--- config.mk ---
export PLATFORM = sky130hd
export DESIGN_NAME = data_bus_master_arbiter
export DESIGN_NICKNAME = d
export VERILOG_FILES = /design/src/rtl/data_bus_master_arbiter_pkg.sv /design/src/rtl/data_bus_master_arbiter_rr_priority_picker.sv /design/src/rtl/data_bus_master_arbiter.sv
export SDC_FILE = /design/constraint.sdc
export NUM_CORES = 1
export LEC_CHECK = 0
export ABC_AREA = 1
export CORE_AREA = 2 2 112 114
export CTS_BUF_LIST = sky130_fd_sc_hd__clkbuf_8
export DETAILED_ROUTE_END_ITERATION = 16
export DIE_AREA = 0 0 114 116
export PLACE_DENSITY = 0.58
export SLEW_MARGIN = 20
export SYNTH_ARGS = -nofsm -noshare
export SYNTH_HDL_FRONTEND = slang
export SYNTH_SLANG_ARGS = --single-unit
export TNS_END_PERCENT = 1
--- constraint.sdc ---
create_clock -name clk -period 3.49 [get_ports clk]
set_clock_uncertainty 0.05 [all_clocks]
set_input_delay 0.698 -clock clk [delete_from_list [all_inputs] [get_ports clk]]
set_output_delay 0.698 -clock clk [all_outputs]
set_load 0.05 [all_outputs]
--- src/rtl/data_bus_master_arbiter_pkg.sv ---
// Shared definitions for the data-bus master arbiter.
//   data_bus_master_t    : symbolic master indices on the SoC data bus
//   NUM_DATA_BUS_MASTERS : number of masters sharing the data bus
//   arb_state_e          : arbiter transaction state
package data_bus_master_arbiter_pkg;

  typedef enum logic [0:0] {
    DATA_BUS_MASTER_CORE = 1'b0,
    DATA_BUS_MASTER_DBG  = 1'b1
  } data_bus_master_t;

  localparam int NUM_DATA_BUS_MASTERS = 2;

  typedef enum logic [0:0] {
    ARB_IDLE  = 1'b0,
    ARB_OUTST = 1'b1
  } arb_state_e;

endpackage

--- src/rtl/data_bus_master_arbiter_rr_priority_picker.sv ---
// Round-robin priority picker (purely combinational).
//   i_req   : request vector, one bit per requester
//   i_last  : index granted last; scanning starts just after it
//   o_valid : at least one request is set
//   o_idx   : winning index, always < N
module rr_priority_picker #(
  parameter  int N  = 2,
  localparam int IW = (N > 1) ? $clog2(N) : 1
) (
  input  logic [N-1:0]  i_req,
  input  logic [IW-1:0] i_last,
  output logic          o_valid,
  output logic [IW-1:0] o_idx
);

  logic [IW-1:0] w_cand;

  // Scan from the farthest candidate towards the nearest so that the last
  // hit (the one closest after i_last) is the one that sticks.
  always_comb begin
    o_valid = 1'b0;
    o_idx   = '0;
    w_cand  = '0;
    for (int i = N; i >= 1; i--) begin
      w_cand = IW'((int'(i_last) + i) % N);
      if (i_req[w_cand]) begin
        o_valid = 1'b1;
        o_idx   = w_cand;
      end
    end
  end

endmodule

--- src/rtl/data_bus_master_arbiter.sv ---
// Data-bus master arbiter: shares one downstream bus between NUM_MASTERS
// masters with round-robin arbitration and a single outstanding transaction.
//   clk, rst             : clock, asynchronous active-high reset
//   m_req/we/be/addr/wdata : per-master request bundles (flattened, master 0 in LSBs)
//   m_gnt, m_rvalid, m_rdata : per-master grant / response valid, shared read data
//   s_req/we/be/addr/wdata : downstream request
//   s_gnt, s_rvalid, s_rdata : downstream grant and response
//   owner, busy, err     : owner of outstanding transaction, outstanding flag,
//                          sticky spurious-response flag
module data_bus_master_arbiter
  import data_bus_master_arbiter_pkg::*;
#(
  parameter  int NUM_MASTERS = NUM_DATA_BUS_MASTERS,
  localparam int MW = (NUM_MASTERS > 1) ? $clog2(NUM_MASTERS) : 1
) (
  input  logic                      clk,
  input  logic                      rst,
  input  logic [NUM_MASTERS-1:0]    m_req,
  input  logic [NUM_MASTERS-1:0]    m_we,
  input  logic [NUM_MASTERS*4-1:0]  m_be,
  input  logic [NUM_MASTERS*32-1:0] m_addr,
  input  logic [NUM_MASTERS*32-1:0] m_wdata,
  output logic [NUM_MASTERS-1:0]    m_gnt,
  output logic [NUM_MASTERS-1:0]    m_rvalid,
  output logic [31:0]               m_rdata,
  output logic                      s_req,
  output logic                      s_we,
  output logic [3:0]                s_be,
  output logic [31:0]               s_addr,
  output logic [31:0]               s_wdata,
  input  logic                      s_gnt,
  input  logic                      s_rvalid,
  input  logic [31:0]               s_rdata,
  output logic [MW-1:0]             owner,
  output logic                      busy,
  output logic                      err
);

  arb_state_e    r_state, w_state_nxt;
  logic [MW-1:0] r_owner;
  logic [MW-1:0] r_last_grant;
  logic          r_err;

  logic          w_valid;
  logic [MW-1:0] w_winner;
  logic          w_issue;
  logic          w_hs;

  rr_priority_picker #(.N(NUM_MASTERS)) u_picker (
    .i_req   (m_req),
    .i_last  (r_last_grant),
    .o_valid (w_valid),
    .o_idx   (w_winner)
  );

  always_ff @(posedge clk or posedge rst) begin
    if (rst) begin
      r_state      <= ARB_IDLE;
      r_owner      <= '0;
      r_last_grant <= MW'(NUM_MASTERS - 1);
      r_err        <= 1'b0;
    end else begin
      r_state <= w_state_nxt;
      if (w_hs) begin
        r_owner      <= w_winner;
        r_last_grant <= w_winner;
      end
      if (r_state == ARB_IDLE && s_rvalid) begin
        r_err <= 1'b1;
      end
    end
  end

  always_comb begin
    w_state_nxt = r_state;
    s_req       = 1'b0;
    s_we        = 1'b0;
    s_be        = '0;
    s_addr      = '0;
    s_wdata     = '0;
    m_gnt       = '0;
    m_rvalid    = '0;
    m_rdata     = s_rdata;

    // A response in the same cycle frees the single slot, so a new request
    // may go out alongside it for back-to-back throughput.
    w_issue = (r_state == ARB_IDLE) || s_rvalid;

    if (w_issue && w_valid) begin
      s_req           = 1'b1;
      s_we            = m_we[w_winner];
      s_be            = m_be[int'(w_winner)*4 +: 4];
      s_addr          = m_addr[int'(w_winner)*32 +: 32];
      s_wdata         = m_wdata[int'(w_winner)*32 +: 32];
      m_gnt[w_winner] = s_gnt;
    end
    w_hs = s_req & s_gnt;

    // Response goes to the registered owner, even if a new handshake is
    // replacing it in this same cycle.
    if (r_state == ARB_OUTST) begin
      m_rvalid[r_owner] = s_rvalid;
    end

    if (w_hs) begin
      w_state_nxt = ARB_OUTST;
    end else if (r_state == ARB_OUTST && s_rvalid) begin
      w_state_nxt = ARB_IDLE;
    end
  end

  assign owner = r_owner;
  assign busy  = (r_state == ARB_OUTST);
  assign err   = r_err;

endmodule
# Word level (Yosys, flattened, before mapping)
# Cells that the tools add are included.
# Widths: inputs -> output; s select.
# totals
reg_bits	4
latch_bits	0
ram_bits	0
mem_bits_ro	0
inputBits	176
out_inout_bits	109
wordCells	49
memories	0
# classes
add_sub_neg	2
mul	0
n_div	0
magnitude_cmp	6
n_eq_ne	0
n_shift	3
n_mux	23
n_bitwise	4
reduce_logical	7
# ops
operator	count
$shiftx 64x7->32	2
$mux 32	2
$mux 1	16
$lt 1x2->1 const B	4
$shiftx 8x4->4	1
$logic_and 1x1->1	5
$and 2x2->2	2
$mux 2	2
$mux 4	1
$add 1x1->1 const B	2
$demux 1 s1	2
$ge 1x1->1 const B	2
$reduce_bool 2->1	1
$and 1x1->1	1
$logic_or 1x1->1	1
$not 1->1	1

# Logic depth before layout (Yosys ltp)
# Gate-level depths: netlist of run 1.
# depth
depth_word	11
mapped_depth	7
depth_no_buf	5

# Hierarchy
# A second synthesis of run 1 with hierarchy kept.
# hier_totals
hier_cells	288
hier_area_um2	1514.0
# by_module_without_submodules
mod	n_inst	cells_each	area_each_um2
data_bus_master_arbiter	1	285	1498.9
rr_priority_picker	1	3	15.0

# Least setup slack after synthesis of run 1
# No wires, ideal clock.
# synth_path
path_type	in2out
from	in m_req[1]
to	out s_addr[25]
arrival_ns	2.068
required_ns	2.742
path_slack_ns	0.674
cell_stages	6
n_path_buf	2
cell_sequence	buf_2 -> nor2_1 -> nor2_4 -> buf_4 -> nand2_1 -> nor2_1
# synth_via
elab_chain_cells	6
word_cells_on_any_way	11
cone_classes	1 x shift; 9 x mux; 1 x reduce/logical
# synth_lines
item	line_no	source
start: declaration	data_bus_master_arbiter.sv:18	input logic [NUM_MASTERS-1:0] m_req,
$mux 1 (not written as such) (2 in a row)	data_bus_master_arbiter_rr_priority_picker.sv:26	if (i_req[w_cand]) begin
$mux 1 (2 in a row)	data_bus_master_arbiter_rr_priority_picker.sv:26	
$shiftx 64x7->32 or $logic_and 1x1->1 (tied branches)	data_bus_master_arbiter.sv:93, data_bus_master_arbiter.sv:89	
$mux 32 (*)	data_bus_master_arbiter.sv:89	if (w_issue && w_valid) begin
end: declaration	data_bus_master_arbiter.sv:29	output logic [31:0] s_addr,
# Every way passes the cells marked *; elsewhere a longest branch is shown, timed or not. The select of a mux whose other input is x is not followed.

# Worst setup path in the final report of run 1
# layout_path
from	in m_req[0]
to	out s_addr[2]
# The elaborated chain is that of the path after synthesis.

==> run summary, run 1 <==
first-pass GRT wire length -> 13500 µm
layout cells sized above 1 -> 16.2%
TritonCTS Buffers -> 3
Nets -> 714
DIE AREA -> 13200 µm²
clock sink count -> 4
Fmax -> 330 MHz
ranking of synthesized cells by area -> nor2_1 28%, nand3b_1 27%, nand2_1 16%
crit path max fanout -> 70
DR iter-0 viols -> 91
Commonest cells post-synth -> 143 x nor2_1, 79 x nand2_1, 69 x nand3b_1
synth unique cells -> 16
Site Rows -> 40
setup_tns -> 0 ns
Area after DPL -> 4680 µm²
Slew headroom -> 63.7%
setup ws final -> 0.463 ns
Die Wd -> 114 µm
Via density -> 4.24
Final Setup Violations -> 0
Skew-Pair Late Insertion Delay -> 0.23 ns
Post-Synth XOR/XNOR Area -> 0%
Total Routing Usage GR -> 13.1%
area delta synth->final -> 148%
critical path class -> primary input to primary output
critical path cell sequence -> clkdlybuf4s50_1, nor2_1, nor2_4, buf_12, nand2_1, nor2_1, buf_12
hold crit path type -> flip-flop to flip-flop
total grt overflow -> 0
CTS tree -> built
CP Capture Type -> primary output
GP Congestion -> 0.805
fin area -> 4730 µm²
Slew Limit Fails -> 0
Max IR drop VDD -> 0.132 mV
M2 GR Usage -> 24.2%
final period utilization -> 86.7%
Post-Synth Simple-Gate Area -> 72.3%
Die Ht -> 116 µm
Worst Max-Slew Pin Slew -> 0.542 ns
Ant. Diodes -> 0
vias in the first global route -> 2718
post-synthesis adder-cell area fraction -> 0%
postcts setup bufs -> 0
Ys Warns -> 0
H-tree depth -> 1
CTS root buffer -> clkbuf_8
syn_area_per_cell -> 5.17 µm²
Post-Syn Area -> 1910 µm²
#FFs+latches synth -> 4
Power Density -> 304 nW/µm²
Synth Area in Compound Gates -> 0.394%
area of the multi-input gates -> 1390 µm²
syn nets -> 545
largest net degree at the start of global routing -> 71
first-pass detailed-route iteration total -> 6
Critical Path RT -> 2.74 ns
slowest CP cell -> clkdlybuf4s50_1
RSZ-0062 raised after global routing -> no
Period minus WS final -> 3.03 ns
Starting Density -> 16.0%
I/O Pins -> 285
Buf/Inv on CP -> 3
CP max stage delay -> 0.52 ns
pre-CTS WS -> 0.455 ns
largest family of logic cells by synthesized area -> simple AND/OR/NAND/NOR gates
Synth Instances -> 369
multiplexer area fraction after synthesis -> 0%
sequential-to-total area share from yosys stat -> 5.31%
WP data arrival -> 2.28 ns
clk slew on worst S/H paths -> 0.03 ns
Placeable Area -> 11900 µm²
met3 usage -> 4.03%
area share of the largest cell type after synthesis -> 28.1%
max_cap viols -> 0
GR peak layer -> met2
Post-synth EDFFs -> 0
count leader, synth -> nor2_1
outcome -> finished clean
CTS Hold Bufs -> 0
drt drc -> 0
leading register cell type out of synthesis -> dfrtp_1
Longest Clk Path Bufs -> 2
Routed Antenna Nets -> 0
Yosys top cell by area -> nor2_1
# fillers -> 1230
grt met1 use -> 13.5%
cell family with most CP delay -> buffers and inverters
final hold vios -> 0
initial antenna violation count -> 0
Startpoint Class -> primary input
register area -> 101 µm²
async set-reset flop share out of synthesis -> 100%
final wirelength -> 9170 µm
WL per Instance -> 13.4 µm
P_leak -> 2.10 nW
PortBufs -> 220
vias -> 2899
Post-DP HPWL -> 7230 µm
CTS resizes -> 0
[cell families after synthesis]
logic type,count (synthesis)
simple gates,295
flops,4
compound gates,1
buf+inv,69
[final timing paths]
kind	startpoint	cells after the start	endpoint	slack, ns
worst max-delay path	m_req[0]	7	s_addr[2]	0.46
worst min-delay path	r_last_grant	2	r_last_grant	0.42
worst max register to register	r_last_grant	5	owner	2.41
worst min register to register	r_last_grant	2	r_last_grant	0.42
max in group asynchronous	rst	2	r_last_grant	2.52
min in group asynchronous	rst	2	busy	0.63
[layout by cell type, fill, tap and decap left out]
cell type	n
clkdlybuf4s50_1	147
nor2_1	143
nand2_1	79
buf_12	74
nand3b_1	69
inv_1	6
inv_2	3
dfrtp_1	3
clkbuf_8	3
buf_4	3
nand3_1	1
nand2_2	1
nor2_4	1
nor3_1	1
o21bai_1	1
buf_2	1
dfstp_2	1
[area by class of cell]
class	count	share of cell area [%]
repair buffers	225	63.0
multi-input cells	296	29.3
well taps	147	3.89
flip-flops and latches	4	2.14
clock buffers	3	0.873
inverters	8	0.635
clock inverters	1	0.0794
[power by group]
group / total (mW) / switching, mW / internal, mW
sequential: 0.0597 / 0.00592 / 0.0538
combinational: 1.28 / 0.671 / 0.605
clock: 0.103 / 0.0281 / 0.0753
[metrics by stage]
stage                     total power [mW]  util (%)  cells  hold WS, ns
after floorplan                      0.774         -    369        0.401
after global placement                1.34      39.3    680        0.417
after detailed placement              1.35      39.3    680        0.416
after CTS                             1.45      39.7    684        0.421
after global routing                  1.51      39.7    684        0.454
final                                 1.44      39.7    684        0.417
[flip-flops by register name, indices dropped and copies added (netlist names)]
signal and cells:
owner 1, err 1, r_last_grant 1, busy 1
[worst min-delay path, cell delays in order, from the launching register on]
cell	delay (ns)
dfstp_2	0.36
nand2_1	0.06
nand2_1	0.04
[metal layers]
layer  part of all wire [%]  vias up
li1                       -     1446
met1                     37     1276
met2                     51      148
met3                    9.1       29
met4                    3.5        0
met5                      0        -
Note: power is estimated with default switching activity, not from simulation.
==> inputs of run 2 (changes only) <==
--- a/config.mk
+++ b/config.mk
@@ -10,7 +10,7 @@
 export CTS_BUF_LIST = sky130_fd_sc_hd__clkbuf_8
 export DETAILED_ROUTE_END_ITERATION = 16
 export DIE_AREA = 0 0 114 116
-export PLACE_DENSITY = 0.58
+export PLACE_DENSITY_LB_ADDON = 0.05
 export SLEW_MARGIN = 20
 export SYNTH_ARGS = -nofsm -noshare
 export SYNTH_HDL_FRONTEND = slang
==> run 2 against run 1 <==
Effect of this change: sequential power is essentially flat; worst hold slack gained 0.0092 ns; global-route usage grew 0.32 points; die area is the same; clock power shrank 3%; total power shrank 0.15%; critical path depth is the same.
==> run summary, run 2 (synthesis results as in run 1) <==
outcome -> finished clean (unchanged)
initial antenna violation count -> 0 (unchanged)
Ant. Diodes -> 0 (unchanged)
first-pass GRT wire length -> 14000 µm (was 13500 µm)
Nets -> 716 (was 714)
Routed Antenna Nets -> 0 (unchanged)
postcts setup bufs -> 0 (unchanged)
TritonCTS Buffers -> 3 (unchanged)
RSZ-0062 raised after global routing -> no (unchanged)
Max IR drop VDD -> 0.121 mV (was 0.132 mV)
first-pass detailed-route iteration total -> 4 (was 6)
Buf/Inv on CP -> 3 (unchanged)
max_cap viols -> 0 (unchanged)
CTS Hold Bufs -> 0 (unchanged)
critical path cell sequence -> clkdlybuf4s50_1, nor2_1, nor2_4, buf_4, nand2_1, nor2_1, buf_12 (was clkdlybuf4s50_1, nor2_1, nor2_4, buf_12, nand2_1, nor2_1, buf_12)
Longest Clk Path Bufs -> 2 (unchanged)
Seq pwr share -> 4.2% (about the same)
Net Sw Frac -> 49.0% (about the same)
clk slew on worst S/H paths -> 0.03 ns (about the same)
area delta synth->final -> 148% (about the same)
WL per Instance -> 14.0 µm (was 13.4 µm)
internal power -> 0.733 mW (was 0.734 mW)
share of the core filled with cells -> 39.7% (about the same)
total grt overflow -> 0 (unchanged)
drt drc -> 0 (unchanged)
clock sink count -> 4 (unchanged)
final wirelength -> 9580 µm (was 9170 µm)
hold crit path type -> flip-flop to flip-flop (unchanged)
most frequent cells in the layout -> 147 x clkdlybuf4s50_1, 143 x nor2_1, 79 x nand2_1 (unchanged)
Slew Limit Fails -> 0 (unchanged)
final period utilization -> 86.5% (was 86.7%)
Layout Cells excl Fill -> 686 (was 684)
CP Capture Type -> primary output (unchanged)
PortBufs -> 220 (unchanged)
Skew-Pair Late Insertion Delay -> 0.22 ns (was 0.23 ns)
DIE AREA -> 13200 µm² (unchanged)
Slew headroom -> 66.6% (was 63.7%)
Die Wd -> 114 µm (unchanged)
DR iter-0 viols -> 128 (was 91)
CP max stage delay -> 0.52 ns (about the same)
largest net degree at the start of global routing -> 70 (was 71)
met3 wire len -> 882 µm (was 833 µm)
Total Routing Usage GR -> 13.4% (was 13.1%)
commonest non-fill, non-tap cell in the layout -> clkdlybuf4s50_1 (unchanged)
slowest CP cell -> clkdlybuf4s50_1 (unchanged)
cell family with most CP delay -> buffers and inverters (unchanged)
CTS root buffer -> clkbuf_8 (unchanged)
H-tree depth -> 1 (unchanged)
GP Congestion -> 0.733 (was 0.805)
vias in the first global route -> 2690 (was 2718)
setup_tns -> 0 ns (unchanged)
Comb pwr share -> 88.9% (was 88.7%)
CP most frequent cell -> nor2_1
crit path max fanout -> 31 (was 70)
Critical Path RT -> 2.74 ns (about the same)
Final Setup Violations -> 0 (unchanged)
critical path class -> primary input to primary output (unchanged)
Hold WS -> 0.426 ns (was 0.417 ns)
Post-DP HPWL -> 7410 µm (was 7230 µm)
Post-Route M1 WL -> 3670 µm (was 3360 µm)
# placed instances -> 682 (was 680)
Power Density -> 304 nW/µm² (about the same)
Site Rows -> 40 (unchanged)
Design Power -> 1.44 mW (about the same)
clock group share of total power -> 6.9% (was 7.2%)
DR top layer -> met4 (unchanged)
I/O Pins -> 285 (unchanged)
P_leak -> 2.11 nW (was 2.10 nW)
Startpoint Class -> primary input (unchanged)
final hold vios -> 0 (unchanged)
Fmax -> 331 MHz (was 330 MHz)
Worst Max-Slew Pin Slew -> 0.499 ns (was 0.542 ns)
Period minus WS final -> 3.02 ns (was 3.03 ns)
Switch Pwr -> 0.704 mW (was 0.705 mW)
CTS tree -> built (unchanged)
Die Ht -> 116 µm (unchanged)
layout cells sized above 1 -> 16.5% (was 16.2%)
Starting Density -> 16.0% (unchanged)
CTS resizes -> 0 (unchanged)
WP data arrival -> 2.27 ns (was 2.28 ns)
Placeable Area -> 11900 µm² (unchanged)
vias -> 2827 (was 2899)
Via density -> 4.12 (was 4.24)
met2 WL post-DR -> 4910 µm (was 4650 µm)
[run 2: cell types whose count changed in the layout (fill, tap and decap cells not counted)]
cell,delta
buf_4,+3
buf_12,-1
[run 2: path summary, 6_finish.rpt]
kind / from / to / slack, ns / cells after the start
min: r_last_grant / r_last_grant / 0.43 / 2
max in group asynchronous: rst / r_last_grant / 2.53 / 2
min in group asynchronous: rst / busy / 0.62 / 2
max: m_req[0] / s_addr[1] / 0.47 / 7
min reg2reg: r_last_grant / r_last_grant / 0.43 / 2
max reg2reg: busy / owner / 2.10 / 6
[run 2: worst register-to-register path, stage by stage, from the launching register on]
cell and delay, ns:
dfrtp_1 0.39, inv_2 0.06, nor2_1 0.23, nor2_4 0.07, buf_4 0.25, nand2_1 0.16, nand2_1 0.07
[run 2: final cells by class]
cell class | instances | area, µm²
multi-input cells | 296 | 1390
repair buffers | 227 | 2980
clock buffers | 3 | 41.3
clock inverters | 1 | 3.75
well taps | 147 | 184
inverters | 8 | 30.0
fillers | 1233 | 7180
flip-flops and latches | 4 | 101
[run 2: metal layers]
metal	GRT usage (%)	vias to the layer above
met2	25.4	139
met5	0	-
met1	14.4	1218
li1	-	1450
met3	4.08	20
met4	3.66	0
[run 2: per-stage QoR]
step | setup slack [ns] | area [µm²]
2_1_floorplan | 0.674 | 1910
3_3_place_gp | 0.452 | 4680
3_5_place_dp | 0.451 | 4680
4_1_cts | 0.439 | 4730
5_1_grt | 0.308 | 4730
6_report | 0.470 | 4730
[run 2: power by group through the flow]
stage          clock, mW  sequential, mW  combinational (mW)
2_1_floorplan          0          0.0711               0.703
3_5_place_dp           0          0.0604                1.29
5_1_grt            0.109          0.0610                1.35
6_report          0.0994          0.0597                1.28
4_1_cts            0.103          0.0600                1.29
3_3_place_gp           0          0.0606                1.29
